`config.mk`:
```
export PLATFORM = sky130hd
export DESIGN_NAME = fetch_seq
export DESIGN_NICKNAME = d
export VERILOG_FILES = /design/src/rtl/y86_fetch_pkg.sv /design/src/rtl/instr_len_decode.sv /design/src/rtl/fetch_seq.sv
export SDC_FILE = /design/constraint.sdc
export NUM_CORES = 1
export LEC_CHECK = 0
export ABC_CLOCK_PERIOD_IN_PS = 4080
export BUFFER_PORTS_ARGS = -buffer_cell sky130_fd_sc_hd__buf_4
export CAP_MARGIN = 20
export CORE_MARGIN = 4
export CORE_UTILIZATION = 48
export DETAILED_ROUTE_END_ITERATION = 8
export PLACE_DENSITY = 0.78
export SYNTH_ARGS = -nofsm -noshare
export SYNTH_HDL_FRONTEND = slang
export SYNTH_HIERARCHICAL = 1
export SYNTH_SLANG_ARGS = --single-unit
```
`constraint.sdc`:
```
create_clock -name clk -period 4.08 [get_ports clk]
set_clock_uncertainty 0.15 [all_clocks]
set_input_delay 0.612 -clock clk [delete_from_list [all_inputs] [get_ports clk]]
set_output_delay 0.612 -clock clk [all_outputs]
set_load 0.05 [all_outputs]
```
`src/rtl/y86_fetch_pkg.sv`:
```
// ---------------------------------------------------------------------------
// y86_fetch_pkg
// Shared definitions for the Y86-64 multi-cycle fetch controller:
//   - icode constants (I_HALT .. I_POPQ)
//   - register-none encoding REG_NONE
//   - fetch FSM state enum (adds ST_HALTED when FETCH_HALT_STOP_EN is defined)
//   - valc_insert(): places one little-endian byte into the constant word
// Configuration macro: FETCH_HALT_STOP_EN
// ---------------------------------------------------------------------------
package y86_fetch_pkg;

    localparam logic [3:0] I_HALT   = 4'h0;
    localparam logic [3:0] I_NOP    = 4'h1;
    localparam logic [3:0] I_RRMOVQ = 4'h2;
    localparam logic [3:0] I_IRMOVQ = 4'h3;
    localparam logic [3:0] I_RMMOVQ = 4'h4;
    localparam logic [3:0] I_MRMOVQ = 4'h5;
    localparam logic [3:0] I_OPQ    = 4'h6;
    localparam logic [3:0] I_JXX    = 4'h7;
    localparam logic [3:0] I_CALL   = 4'h8;
    localparam logic [3:0] I_RET    = 4'h9;
    localparam logic [3:0] I_PUSHQ  = 4'hA;
    localparam logic [3:0] I_POPQ   = 4'hB;

    localparam logic [3:0] REG_NONE = 4'hF;

`ifdef FETCH_HALT_STOP_EN
    typedef enum logic [1:0] {
        ST_IDLE   = 2'd0,
        ST_FETCH  = 2'd1,
        ST_DONE   = 2'd2,
        ST_HALTED = 2'd3
    } fetch_state_e;
`else
    typedef enum logic [1:0] {
        ST_IDLE   = 2'd0,
        ST_FETCH  = 2'd1,
        ST_DONE   = 2'd2
    } fetch_state_e;
`endif

    // Write byte b into lane idx (0 = least significant) of cur; out-of-range
    // lanes leave the word untouched.
    function automatic logic [63:0] valc_insert(input logic [63:0] cur,
                                                input logic [3:0]  idx,
                                                input logic [7:0]  b);
        logic [63:0] r;
        r = cur;
        case (idx)
            4'd0:    r[7:0]   = b;
            4'd1:    r[15:8]  = b;
            4'd2:    r[23:16] = b;
            4'd3:    r[31:24] = b;
            4'd4:    r[39:32] = b;
            4'd5:    r[47:40] = b;
            4'd6:    r[55:48] = b;
            4'd7:    r[63:56] = b;
            default: r = cur;
        endcase
        return r;
    endfunction

endpackage

```
`src/rtl/instr_len_decode.sv`:
```
// ---------------------------------------------------------------------------
// instr_len_decode
// Combinational length/format decoder for a Y86-64 icode.
// Ports:
//   icode        in  4  instruction code (upper nibble of byte 0)
//   length       out 4  instruction length in bytes (1, 2, 9 or 10)
//   has_regs     out 1  byte 1 is a register specifier byte
//   has_valc     out 1  instruction carries an 8-byte constant
//   valc_offset  out 4  byte index where the constant starts
//   valid        out 1  icode is a defined instruction
// ---------------------------------------------------------------------------
module instr_len_decode
    import y86_fetch_pkg::*;
(
    input  logic [3:0] icode,
    output logic [3:0] length,
    output logic       has_regs,
    output logic       has_valc,
    output logic [3:0] valc_offset,
    output logic       valid
);

    // Format lookup; undefined icodes are treated as 1-byte invalid instructions.
    always_comb begin
        length      = 4'd1;
        has_regs    = 1'b0;
        has_valc    = 1'b0;
        valc_offset = 4'd0;
        valid       = 1'b1;
        case (icode)
            I_HALT, I_NOP, I_RET: begin
                length = 4'd1;
            end
            I_RRMOVQ, I_OPQ, I_PUSHQ, I_POPQ: begin
                length   = 4'd2;
                has_regs = 1'b1;
            end
            I_IRMOVQ, I_RMMOVQ, I_MRMOVQ: begin
                length      = 4'd10;
                has_regs    = 1'b1;
                has_valc    = 1'b1;
                valc_offset = 4'd2;
            end
            I_JXX, I_CALL: begin
                length      = 4'd9;
                has_valc    = 1'b1;
                valc_offset = 4'd1;
            end
            default: begin
                length = 4'd1;
                valid  = 1'b0;
            end
        endcase
    end

endmodule

```
`src/rtl/fetch_seq.sv`:
```
// ---------------------------------------------------------------------------
// fetch_seq
// Multi-cycle Y86-64 instruction fetch: reads one byte per mem_ack from a
// byte-wide memory port, assembles icode/ifun/rA/rB/valC, computes valP and
// hands the result to decode over a valid/ready handshake.
// Ports:
//   clk, rst_n          clock (rising edge), synchronous active-low reset
//   start, pc           begin a fetch at pc (IDLE, or DONE with out_ready)
//   mem_req, mem_addr   byte read request and address (pc_reg + byte_cnt)
//   mem_rdata, mem_ack, mem_err   read byte, completion, address fault
//   out_valid, out_ready          decode handshake
//   icode, ifun, rA, rB, valc, valp, instr_valid, error   fetched fields
//   busy                state != IDLE
// Configuration macro: FETCH_HALT_STOP_EN -- when defined, handing off a
// halt, invalid or faulted instruction parks the block in a terminal HALTED
// state that only rst_n leaves.
// ---------------------------------------------------------------------------
module fetch_seq
    import y86_fetch_pkg::*;
(
    input  logic        clk,
    input  logic        rst_n,
    input  logic        start,
    input  logic [63:0] pc,
    output logic        mem_req,
    output logic [63:0] mem_addr,
    input  logic [7:0]  mem_rdata,
    input  logic        mem_ack,
    input  logic        mem_err,
    output logic        out_valid,
    input  logic        out_ready,
    output logic [3:0]  icode,
    output logic [3:0]  ifun,
    output logic [3:0]  rA,
    output logic [3:0]  rB,
    output logic [63:0] valc,
    output logic [63:0] valp,
    output logic        instr_valid,
    output logic        error,
    output logic        busy
);

    fetch_state_e state_r;
    fetch_state_e state_next_s;

    logic [63:0] pc_r;
    logic [3:0]  byte_cnt_r;
    logic [3:0]  icode_r;
    logic [3:0]  ifun_r;
    logic [3:0]  ra_r;
    logic [3:0]  rb_r;
    logic [63:0] valc_r;
    logic [63:0] valp_r;
    logic        instr_valid_r;
    logic        error_r;

    logic [3:0]  dec_icode_s;
    logic [3:0]  dec_len_s;
    logic        dec_has_regs_s;
    logic        dec_has_valc_s;
    logic [3:0]  dec_valc_off_s;
    logic        dec_valid_s;

    logic        accept_s;
    logic        last_s;
    logic        load_s;
`ifdef FETCH_HALT_STOP_EN
    logic        halt_cond_s;
`endif

    assign mem_addr    = pc_r + {60'd0, byte_cnt_r};
    assign icode       = icode_r;
    assign ifun        = ifun_r;
    assign rA          = ra_r;
    assign rB          = rb_r;
    assign valc        = valc_r;
    assign valp        = valp_r;
    assign instr_valid = instr_valid_r;
    assign error       = error_r;

    // Byte 0 is still on the bus when its own length is needed, so decode it
    // directly; later bytes use the captured icode.
    always_comb begin
        dec_icode_s = icode_r;
        if (byte_cnt_r == 4'd0) begin
            dec_icode_s = mem_rdata[7:4];
        end else begin
            dec_icode_s = icode_r;
        end
    end

    instr_len_decode u_len_dec (
        .icode       (dec_icode_s),
        .length      (dec_len_s),
        .has_regs    (dec_has_regs_s),
        .has_valc    (dec_has_valc_s),
        .valc_offset (dec_valc_off_s),
        .valid       (dec_valid_s)
    );

    assign accept_s = (state_r == ST_FETCH) && mem_ack;
    assign last_s   = ((byte_cnt_r + 4'd1) == dec_len_s);

`ifdef FETCH_HALT_STOP_EN
    assign halt_cond_s = (icode_r == I_HALT) || !instr_valid_r || error_r;
`endif

    // State register.
    always_ff @(posedge clk) begin
        if (!rst_n) begin
            state_r <= ST_IDLE;
        end else begin
            state_r <= state_next_s;
        end
    end

    // Next-state logic plus state-decoded handshake outputs (mem_req,
    // out_valid, busy depend on state_r only, never on mem_ack).
    always_comb begin
        state_next_s = state_r;
        load_s       = 1'b0;
        mem_req      = 1'b0;
        out_valid    = 1'b0;
        busy         = 1'b1;
        case (state_r)
            ST_IDLE: begin
                busy = 1'b0;
                if (start) begin
                    load_s       = 1'b1;
                    state_next_s = ST_FETCH;
                end else begin
                    state_next_s = ST_IDLE;
                end
            end
            ST_FETCH: begin
                mem_req = 1'b1;
                if (mem_ack && (mem_err || last_s)) begin
                    state_next_s = ST_DONE;
                end else begin
                    state_next_s = ST_FETCH;
                end
            end
            ST_DONE: begin
                out_valid = 1'b1;
                if (out_ready) begin
`ifdef FETCH_HALT_STOP_EN
                    if (halt_cond_s) begin
                        state_next_s = ST_HALTED;
                    end else if (start) begin
                        load_s       = 1'b1;
                        state_next_s = ST_FETCH;
                    end else begin
                        state_next_s = ST_IDLE;
                    end
`else
                    if (start) begin
                        load_s       = 1'b1;
                        state_next_s = ST_FETCH;
                    end else begin
                        state_next_s = ST_IDLE;
                    end
`endif
                end else begin
                    state_next_s = ST_DONE;
                end
            end
`ifdef FETCH_HALT_STOP_EN
            ST_HALTED: begin
                state_next_s = ST_HALTED;
            end
`endif
            default: begin
                state_next_s = ST_IDLE;
            end
        endcase
    end

    // Fetch datapath: load a new pc, then capture each accepted byte into its field.
    always_ff @(posedge clk) begin
        if (!rst_n) begin
            pc_r          <= 64'd0;
            byte_cnt_r    <= 4'd0;
            icode_r       <= 4'd0;
            ifun_r        <= 4'd0;
            ra_r          <= REG_NONE;
            rb_r          <= REG_NONE;
            valc_r        <= 64'd0;
            valp_r        <= 64'd0;
            instr_valid_r <= 1'b1;
            error_r       <= 1'b0;
        end else if (load_s) begin
            pc_r          <= pc;
            byte_cnt_r    <= 4'd0;
            icode_r       <= 4'd0;
            ifun_r        <= 4'd0;
            ra_r          <= REG_NONE;
            rb_r          <= REG_NONE;
            valc_r        <= 64'd0;
            valp_r        <= 64'd0;
            instr_valid_r <= 1'b1;
            error_r       <= 1'b0;
        end else if (accept_s) begin
            if (mem_err) begin
                // The faulting byte's address becomes valp; captured fields stay.
                error_r <= 1'b1;
                valp_r  <= mem_addr;
            end else begin
                if (byte_cnt_r == 4'd0) begin
                    icode_r       <= mem_rdata[7:4];
                    ifun_r        <= mem_rdata[3:0];
                    instr_valid_r <= dec_valid_s;
                    valp_r        <= pc_r + {60'd0, dec_len_s};
                end else if (dec_has_regs_s && (byte_cnt_r == 4'd1)) begin
                    ra_r <= mem_rdata[7:4];
                    rb_r <= mem_rdata[3:0];
                end else if (dec_has_valc_s) begin
                    valc_r <= valc_insert(valc_r, byte_cnt_r - dec_valc_off_s, mem_rdata);
                end else begin
                    valc_r <= valc_r;
                end
                if (!last_s) begin
                    byte_cnt_r <= byte_cnt_r + 4'd1;
                end else begin
                    byte_cnt_r <= byte_cnt_r;
                end
            end
        end else begin
            byte_cnt_r <= byte_cnt_r;
        end
    end

endmodule
```
==> summary.txt, run 1 <==
Logic synthesis
  – Cell variety after synth: 67
  – Yosys warns: 6
  – Asr flop ratio synth: 0
  – Syn Inst Count: 1364
  – Post-synth EDFFs: 0
  – Mean post-synth cell area: 8.08 um2
  – Mapped cell area: approximately 11000 um2
  – Sequential area share after synthesis: 0.393
  – Seq cells post-synth: approximately 220
  – Synth Flop Type: dfxtp_1

Drt
  – Via density per instance: 5.69
  – Post-route DRC: 0
  – Violation count after the first detailed-route iteration: 988
  – Post-route ant nets: 0
  – Via count: about 11000
  – Detailed Route WL: 38600 um
  – First-pass iteration count of the detailed router: 6
  – Avg WL per Cell: around 20 um

Die
  – Area of the core: approximately 23000 um2
  – Starting Density: 0.487
  – Die width: between 150 and 200 um
  – Total I/O pin count: about 290
  – Row count: 55
  – Die H: 159 um
  – DIE AREA: 25400 um2

Worst hold path
  – Worst Min Path Start: mem_rdata[3]
  – Class of the worst hold path: input pin to flip-flop

Timing
  – Final hold violations: 0
  – Slew headroom: 0.463
  – Final period util: 0.971
  – Least-Margin Pin Slew: 805 ps
  – Min Tclk post-route: 3960 ps
  – Maximum clock rate: around 0.25 GHz
  – Slew Viols, Final: 0
  – Worst Slack Setup Final: 120 ps
  – Endpoints failing setup: 0

Clock tree
  – H-tree Lvls: 1
  – Clock Tree Root: clkbuf_16
  – CTS buffer count: 24
  – Worst-path clk slew: 60 ps
  – CTS tree: built
  – Clk sinks: 216
  – Clock latency on the worst-skew pair: between 500 and 600 ps
  – CTS Buffer Depth: 3

Critical path
  – Max FO, Critical Path: 6
  – Type of origin of the critical path: flip-flop
  – Worst path bufs/invs: 3
  – R2r setup slk: 170 ps
  – Crit path cell chain: buf_4 -> ha_1 -> fa_1 -> nand3_1 -> nand2_1 -> nand4_1 -> buf_4 -> nor2_1 -> xor2_1 -> buf_4
  – Slowest cell delay on critical path: 410 ps
  – Worst path top cell family by delay: simple AND/OR/NAND/NOR gates
  – Crit end category: output port
  – Worst EP arrival: 3200 ps
  – Worst R2R Start: byte_cnt_r[0]
  – CP max stage cell: xor2_1
  – Critical Path Start: byte_cnt_r[0]
  – WP data required: 3320 ps
  – Crit-path most repeated cell: buf_4
  – Setup Crit Path Kind: flip-flop to output port

Pwr
  – VDD IR max: 0.251 mV
  – Pleak: 5.88 nW
  – Overall Power: 0.00538 W
  – Clock power share: 0.419
  – PD cells: about 370 nW/um2
  – Sw frac: 0.289
  – Internal Power: between 0.003 and 0.004 W
  – Combinational Power Share: 0.158
  – Reg power frac: 0.422
  – Switch Pwr: approximately 0.0016 W

Placement
  – Placer congestion estimate: 0.964
  – Port Buffers: 290
  – HPWL Detailed: 28200 um
  – Setup WS pre-CTS: -159 ps
  – Placed insts: 1883

Layout
  – Final instance count without filler cells: between 1500 and 2000
  – Diodes inserted: 0
  – Area grow syn2layout: 31.0%
  – Commonest non-fill, non-tap cell in the layout: buf_4
  – Final nets: 1725
  – Commonest cells after routing, fill and taps aside: buf_4 (346), nand2_1 (221), dfxtp_1 (216)
  – Share of layout cells above drive strength 1: 0.271
  – Final core occ: 0.637

Job
  – Max_cap viols: 0

GRT
  – Grt ovf: 0
  – Largest net degree at the start of global routing: 99
  – First-pass GRT wire length: just under 60000 um
  – Overall global routing resource usage: 0.285
  – Vias in the first global route: about 11000
  – Initial antenna violation count: 0

Run status
  – Status: finished clean
[sequential cells by signal (all words and copies together), names as in the netlist, 2 cells and up]
register,cells
valc,64
valp,64
rA,4
byte_cnt_r,4
pc_r,64
state_r,2
icode,4
ifun,4
rB,4
[cells by family after synthesis]
family          synth area share
compound gates             0.155
xor+xnor                   0.106
fa+ha+maj                 0.0214
buf+inv                   0.0597
flops                      0.393
mux                       0.0199
other cells             0.000340
simple gates               0.246
[layer usage]
metal / global-route usage / vias to the layer above / part of all wire
li1: - / 5201 / -
met1: 0.370 / 5194 / 0.41
met2: 0.481 / 522 / 0.48
met3: 0.0525 / 79 / 0.079
met4: 0.0947 / 0 / 0.030
met5: 0 / - / 0
[worst min-delay path, stage by stage]
cell and delay (ps):
buf_4 100, mux2i_1 60, nand2_1 60
[metrics by stage]
step,TNS [ps],hold WS [ps],cell area [um2]
floorplan,0,315,11000
global placement,-199,292,13400
detailed placement,-1170,299,13400
CTS,-49.6,173,14200
global route,-311,181,14400
finish,0,183,14400
[power by group through the flow]
stage / sequential [W] / combinational (W) / clock, W
2_1_floorplan: 0.00234 / 0.000521 / 0
6_report: 0.00227 / 0.000853 / 0.00226
5_1_grt: 0.00228 / 0.000907 / 0.00237
3_5_place_dp: 0.00231 / 0.000825 / 0
4_1_cts: 0.00227 / 0.000832 / 0.00228
3_3_place_gp: 0.00231 / 0.000816 / 0
[layout make-up]
cell class              count  area [um2]
flip-flops and latches    216        4320
fillers                  1914        8210
clock buffers              32         682
clock inverters            11         144
repair buffers            348        2630
well taps                 285         357
inverters                  13        48.8
multi-input cells        1027        6240
[path summary, 6_finish.rpt]
path	endpoint	cells after the start
hold / removal	rB[3]	3
setup reg to reg	valc[60]	18
hold reg to reg	valp[28]	2
setup / recovery	mem_addr[40]	10
[cells in the mapped netlist (18+ instances only)]
| library cell | instances | area share |
|---|---|---|
| nand2_1 | 227 | 0.077 |
| dfxtp_1 | 216 | 0.39 |
| o21ai_0 | 115 | 0.052 |
| nand3_1 | 106 | 0.048 |
| nor2_1 | 90 | 0.031 |
| xnor2_1 | 67 | 0.053 |
| xor2_1 | 66 | 0.052 |
| a21boi_0 | 65 | 0.044 |
| a21oi_1 | 61 | 0.028 |
| clkbuf_1 | 54 | 0.018 |
| nand4_1 | 30 | 0.017 |
| nor3_1 | 29 | 0.013 |
| a211oi_1 | 18 | 0.012 |
[repair_timing]
item                       CTS  global route
gates cloned                 0             1
hold buffers                 0             0
setup endpoints to repair   35            87
buffers inserted             0             5
gates resized for setup      9            31
pin swaps                    0             4
(Power assumes the default switching activity.)
==> inputs of run 2 (changes only) <==
Settings changed: CORE_UTILIZATION 48 to 50, CTS_BUF_LIST set to sky130_fd_sc_hd__clkbuf_8, PLACE_DENSITY 0.78 to 0.8.
==> run 2 against run 1 <==
  * Critical path depth is 4 higher
  * Flip-flop and latch count unchanged
  * Global-route usage up 0.36 points
  * Total power shrank 0.55%
  * Clock power barely moved
  * Non-clock buffer count up 2
  * Count of clock-buffer cells in the layout up 16
  * Design area increased by 0.20%
  * Largest cell class unchanged
==> summary.txt, run 2 (synthesis results as in run 1) <==
Die
  – Die width: 156 um (-1.9%)
  – Starting Density: 0.506 (+0.0198)
  – Total I/O pin count: 291 (unchanged)
  – DIE AREA: 24500 um2 (-3.8%)
  – Area of the core: 21800 um2 (-3.9%)
  – Row count: 54 (-1.8%)
  – Die H: 156 um (-1.9%)

Drt
  – Via count: 11000 (+0.10%)
  – Via density per instance: 5.64 (-0.98%)
  – Post-route DRC: 0 (unchanged)
  – Detailed Route WL: 37600 um (-2.4%)
  – Avg WL per Cell: 19.3 um (-3.5%)
  – Violation count after the first detailed-route iteration: 914 (-7.5%)
  – First-pass iteration count of the detailed router: 5 (-1)
  – Post-route ant nets: 0 (unchanged)

Critical path
  – R2r setup slk: 50 ps (-120 ps)
  – Crit end category: flip-flop
  – Crit Reg-Reg Endpoint: valp[43]
  – Max FO, Critical Path: 5 (-1)
  – Type of origin of the critical path: flip-flop
  – Setup Crit Path Kind: flip-flop to flip-flop
  – Worst EP arrival: 4300 ps (+1100 ps)
  – WP data required: 4350 ps (+1030 ps)
  – Reg2Reg Depth: 14 (-4)
  – Worst R2R Start: byte_cnt_r[0]

Timing
  – Slew Viols, Final: 0 (unchanged)
  – Final Hold Slack: 182 ps (-0.640 ps)
  – Maximum clock rate: 0.248 GHz (-1.7%)
  – Final hold violations: 0 (unchanged)
  – Least-Margin Pin Slew: 981 ps (+176 ps)
  – Worst Slack Setup Final: 49.8 ps (-70.1 ps)
  – Endpoints failing setup: 0 (unchanged)
  – Slew headroom: 0.346 (-0.117)
  – Min Tclk post-route: 4030 ps (+70.1 ps)
  – Final period util: 0.988 (+0.0172)
  – Setup TNS: 0 ps (unchanged)
  – RSZ-0062 raised after global routing: true

Layout
  – Final instance count without filler cells: 1953 (+1.1%)
  – Final nets: 1740 (+0.87%)
  – Diodes inserted: 0 (unchanged)
  – Area grow syn2layout: 31.2%
  – Commonest non-fill, non-tap cell in the layout: buf_4
  – FILL cells: 1791 (-6.4%)
  – Share of layout cells above drive strength 1: 0.280 (+0.00833)
  – Final core occ: 0.665 (+0.0272)
  – Commonest cells after routing, fill and taps aside: buf_4 (343), nand2_1 (220), dfxtp_1 (215)

GRT
  – Initial antenna violation count: 0 (unchanged)
  – Grt ovf: 0 (unchanged)
  – Largest net degree at the start of global routing: 102 (+3.0%)
  – Overall global routing resource usage: 0.289 (+0.00362)
  – Vias in the first global route: 10600 (+0.095%)
  – First-pass GRT wire length: 56900 um (-4.0%)

Worst hold path
  – Hold Path End: rB[0]
  – Class of the worst hold path: input pin to flip-flop
  – Cells on Worst Hold Path: 3 (unchanged)
  – Worst Min Path Start: mem_rdata[0]

Job
  – Max_cap viols: 0 (unchanged)

Clock tree
  – Clock Tree Root: clkbuf_8
  – Post-CTS Hold Fix Bufs: 0 (unchanged)
  – CTS Buffer Depth: 3 (unchanged)
  – CTS buffer count: 37 (+54%)
  – Clk sinks: 216 (unchanged)
  – Clock latency on the worst-skew pair: 530 ps (about the same)
  – CTS tree: built
  – H-tree Lvls: 2 (+1)
  – Worst-path clk slew: 60 ps (about the same)

Placement
  – HPWL Detailed: 27800 um (-1.6%)
  – Placer congestion estimate: 0.990 (+2.7%)
  – Placed insts: 1878 (-0.27%)
  – Port Buffers: 290 (unchanged)
  – Setup WS pre-CTS: -82.7 ps (+76.6 ps)

Pwr
  – Pleak: 5.97 nW (+1.5%)
  – PD cells: 370 nW/um2 (-0.75%)
  – VDD IR max: 0.183 mV (-27%)

Run status
  – Status: finished clean
==> run 2: power breakdown <==
part / switching, W / total [W] / internal [W]
Clock: 0.000918 / 0.00224 / 0.00132
Sequential: 0.0000964 / 0.00227 / 0.00218
Combinational: 0.000560 / 0.000843 / 0.000283
==> run 2: timing repair <==
action,CTS,global route
pin swaps,0,6
buffers inserted,1,6
endpoints found under the setup margin,38,107
gates cloned,0,1
hold endpoints to repair,0,0
resized for setup,4,42
==> run 2: critical path: stages, from the launching register on <==
cell and delay [ps]:
dfxtp_1 310, inv_1 80, ha_1 150, nor3b_4 370
mux2_4 370, or4b_4 590, o221ai_4 100, ha_2 210
a21o_1 140, a22o_1 240, nand2_2 110, mux2_4 290
or4_2 580, mux2i_1 170, nand2_1 60
==> run 2: per-layer routing <==
| layer | wire length (um) | global-route usage | vias to the layer above |
|---|---|---|---|
| met5 | 0 | 0 | - |
| met4 | 1560 | 0.112 | 0 |
| met3 | 3250 | 0.0633 | 100 |
| met2 | 17700 | 0.485 | 530 |
| met1 | 15100 | 0.364 | 5141 |
| li1 | - | - | 5236 |
==> run 2: stage by stage <==
step,cell area [um2],power (W)
5_1_grt,14500,0.00554
3_5_place_dp,13400,0.00313
4_1_cts,14300,0.00536
3_3_place_gp,13400,0.00312
6_report,14500,0.00535
2_1_floorplan,11000,0.00286
==> run 2: worst max path at each step <==
| stage | start | end | slack [ps] | depth (start not counted) |
|---|---|---|---|---|
| 2_1_floorplan | byte_cnt_r[1] | valc[21] | 30 | 16 |
| 3_3_place_gp | byte_cnt_r[0] | valp[57] | -70 | 14 |
| 3_5_place_dp | byte_cnt_r[0] | valc[37] | -80 | 16 |
| 4_1_cts | byte_cnt_r[0] | valc[44] | -120 | 16 |
| 5_1_grt | byte_cnt_r[0] | valc[63] | -150 | 18 |
| 6_report | byte_cnt_r[0] | valp[43] | 50 | 14 |
==> run 2: area by class of cell <==
cell class / instances / area [um2] / area share
Multi-Input combinational cell: 1027 / 6210 / 0.430
Sequential cell: 216 / 4330 / 0.299
Timing Repair Buffer: 350 / 2670 / 0.184
Clock buffer: 48 / 661 / 0.0457
Tap cell: 280 / 350 / 0.0242
Clock inverter: 19 / 196 / 0.0136
Inverter: 13 / 48.8 / 0.00338
==> inputs of run 3 (changes only) <==
Settings changed: SYNTH_HIERARCHICAL 1 to not set.
==> run 3 against run 2 <==
  * Register-to-register slack better by 250 ps
  * Total power down 2.9%
  * Worst setup slack better by 41 ps
  * Global-route usage down 0.11 points
  * Die area up 2.5%
  * Combinational power up 2%
  * Routed wire length down 0.56%
  * Count of clock-buffer cells in the layout down 3
  * First-iteration DRC count down 8.8%
  * Worst hold slack worse by 45 ps
  * Synthesized cell count up 3.4%
  * Highest routed layer unchanged
==> summary.txt, run 3 <==
Layout
  – Share of layout cells above drive strength 1: 0.257 (-0.0225)
  – Commonest non-fill, non-tap cell in the layout: buf_4
  – Area grow syn2layout: 28.2%
  – Finished Cell Area: 14500 um2 (+0.23%)
  – Commonest cells after routing, fill and taps aside: buf_4 (324), nand2_1 (259), dfxtp_1 (214)
  – Final nets: 1758 (+1.0%)
  – Diodes inserted: 0 (unchanged)
  – Final instance count without filler cells: 1971 (+0.92%)

Logic synthesis
  – Mapped cell area: 11300 um2 (+2.6%)
  – Mean post-synth cell area: 8.02 um2 (-0.72%)
  – Yosys warns: 0 (-6)
  – Synth area leaders: dfxtp_1 (38%), nand2_1 (8.7%), xnor2_1 (5.0%), xor2_1 (4.4%), a21boi_0 (4.3%)
  – Largest area contributor in the synthesized netlist: dfxtp_1
  – Seq cells post-synth: 216 (unchanged)
  – Synthesized Nets: 1503
  – Synth Flop Type: dfxtp_1
  – Sequential area share after synthesis: 0.383 (-0.0100)
  – Post-synth EDFFs: 0 (unchanged)
  – Asr flop ratio synth: 0 (unchanged)
  – Commonest cells in the netlist: nand2_1 (261), dfxtp_1 (216), nor2_1 (125)
  – Most frequent cell after synthesis: nand2_1
  – Cell variety after synth: 74 (+10%)
  – Syn Inst Count: 1410 (+3.4%)
  – Post-synth top area share: 0.383 (-0.0100)

Critical path
  – Slowest cell delay on critical path: 400 ps (-190 ps)
  – Crit end category: output port
  – Worst R2R Start: byte_cnt_r[1]
  – R2r setup slk: 300 ps (+250 ps)
  – Max FO, Critical Path: 7 (+2)
  – Type of origin of the critical path: flip-flop
  – CP endpoint: mem_addr[42]
  – Worst EP arrival: 3230 ps (-1070 ps)
  – Setup Crit Path Kind: flip-flop to output port
  – CP max stage cell: dfxtp_2
  – Crit Reg-Reg Endpoint: valp[32]
  – Reg2Reg Depth: 16 (+2)
  – Crit path cell chain: ha_1 -> inv_1 -> fa_1 -> nand2b_1 -> a21oi_4 -> nand3_2 -> nor2_1 -> nand2_1 -> xnor2_1 -> buf_4
  – Critical Path Start: byte_cnt_r[0]
  – WP data required: 3320 ps (-1030 ps)

Timing
  – Slew Viols, Final: 0 (unchanged)
  – Endpoints failing setup: 0 (unchanged)
  – Least-Margin Pin Slew: 956 ps (-25.0 ps)
  – Final Hold Slack: 137 ps (-44.9 ps)
  – Worst Slack Setup Final: 90.6 ps (+40.7 ps)
  – Maximum clock rate: 0.251 GHz (+1.0%)
  – Slew headroom: 0.363 (+0.0167)
  – Final period util: 0.978 (-0.00999)
  – Setup TNS: 0 ps (unchanged)
  – Final hold violations: 0 (unchanged)
  – Min Tclk post-route: 3990 ps (-40.7 ps)

Run status
  – Status: finished clean

GRT
  – Vias in the first global route: 10900 (+3.5%)
  – Largest net degree at the start of global routing: 83 (-19%)
  – First-pass GRT wire length: 57800 um (+1.5%)
  – Overall global routing resource usage: 0.288 (-0.00109)
  – Grt ovf: 0 (unchanged)
  – Initial antenna violation count: 0 (unchanged)

Worst hold path
  – Class of the worst hold path: input pin to flip-flop

Clock tree
  – Clock Tree Root: clkbuf_8
  – Worst-path clk slew: 60 ps (about the same)
  – Clock latency on the worst-skew pair: 530 ps (about the same)
  – Clk sinks: 216 (unchanged)
  – H-tree Lvls: 2 (unchanged)
  – CTS buffer count: 37 (unchanged)
  – CTS Buffer Depth: 3 (unchanged)
  – CTS tree: built
  – Post-CTS Hold Fix Bufs: 0 (unchanged)

Pwr
  – Pleak: 5.71 nW (-4.3%)
  – VDD IR max: 0.244 mV (+33%)
  – PD cells: 359 nW/um2 (-3.1%)

Drt
  – Avg WL per Cell: 19.0 um (-1.5%)
  – Post-route ant nets: 0 (unchanged)
  – Via density per instance: 5.72 (+1.4%)
  – Violation count after the first detailed-route iteration: 834 (-8.8%)
  – Post-route DRC: 0 (unchanged)
  – First-pass iteration count of the detailed router: 6 (+1)
  – Detailed Route WL: 37400 um (-0.56%)
  – Via count: 11300 (+2.4%)

Placement
  – Cell Area, Placed: 13700 um2 (+2.2%)
  – Placed insts: 1904 (+1.4%)
  – Setup WS pre-CTS: 173 ps (+255 ps)
  – Placer congestion estimate: 0.931 (-6.0%)
  – HPWL Detailed: 27600 um (-0.58%)
  – Port Buffers: 290 (unchanged)

Job
  – Max_cap viols: 0 (unchanged)

Die
  – Area of the core: 22000 um2 (+1.2%)
  – DIE AREA: 25100 um2 (+2.5%)
  – Row count: 54 (unchanged)
  – Die width: 158 um (+1.2%)
  – Die H: 158 um (+1.2%)
  – Total I/O pin count: 291 (unchanged)
  – Starting Density: 0.513 (+0.00691)
[run 3: cell count changes in the layout (fill, tap and decap cells not counted), moves of 19 or more]
cell      previous run  this run
o21ai_0            109        73
nor2_1              85       123
nand3_1            105        74
buf_4              343       324
nand2_1            220       259
mux2i_1             14        47
a211oi_1            16        36
[run 3: final cells by class]
cell class	count	area, um2
repair buffers	326	2470
fillers	1860	7530
inverters	15	56.3
well taps	280	350
clock inverters	20	156
flip-flops and latches	216	4330
multi-input cells	1069	6510
clock buffers	45	619
[run 3: stage by stage]
step	util	power (W)
global route	0.658	0.00539
finish	0.658	0.00520
CTS	0.656	0.00522
global placement	0.620	0.00318
floorplan	-	0.00289
detailed placement	0.620	0.00319
[run 3: power by group]
group | switching [W] | leakage, nW | internal (W)
combinational | 0.000576 | 3.54 | 0.000285
sequential | 0.000110 | 1.75 | 0.00218
clock | 0.000909 | 0.421 | 0.00114
[run 3: repair_timing]
action	CTS	global route
setup endpoints to repair	14	14
cloned	0	0
gates resized for setup	3	7
hold endpoints to repair	0	0
setup buffers	0	2
[run 3: per-layer routing]
| layer | vias up | global-route usage | part of all wire |
|---|---|---|---|
| met1 | 5249 | 0.362 | 0.40 |
| met2 | 552 | 0.484 | 0.47 |
| li1 | 5351 | - | - |
| met4 | 0 | 0.123 | 0.042 |
| met3 | 114 | 0.0557 | 0.088 |
| met5 | - | 0 | 0 |
[run 3: worst max-delay path: cells and delay by family, from the launching register on]
| family | cells | cell delay, ps |
|---|---|---|
| DFF | 1 | 400 |
| and+or+nand+nor | 4 | 930 |
| buffers and inverters | 2 | 300 |
| xor gates and xnor gates | 1 | 240 |
| adders and majority gates | 2 | 600 |
| AOI/OAI and AO/OA | 1 | 220 |
[run 3: how the worst min path moves through the flow]
stage                      end    start  cells past startpoint
finish              state_r[0]  mem_ack                      2
global route        state_r[0]  mem_ack                      2
detailed placement     ifun[2]  ifun[2]                      2
floorplan              pc_r[3]  pc_r[3]                      2
global placement       ifun[2]  ifun[2]                      2
CTS                 state_r[0]  mem_ack                      2
[run 3: cell families after synthesis]
logic type | Yosys count | synth area share
adders and majority gates | 15 | 0.0186
xor gates and xnor gates | 122 | 0.0952
muxes | 47 | 0.0416
buffers and inverters | 125 | 0.0456
DFF | 216 | 0.383
AOI/OAI and AO/OA | 268 | 0.153
and+or+nand+nor | 617 | 0.264
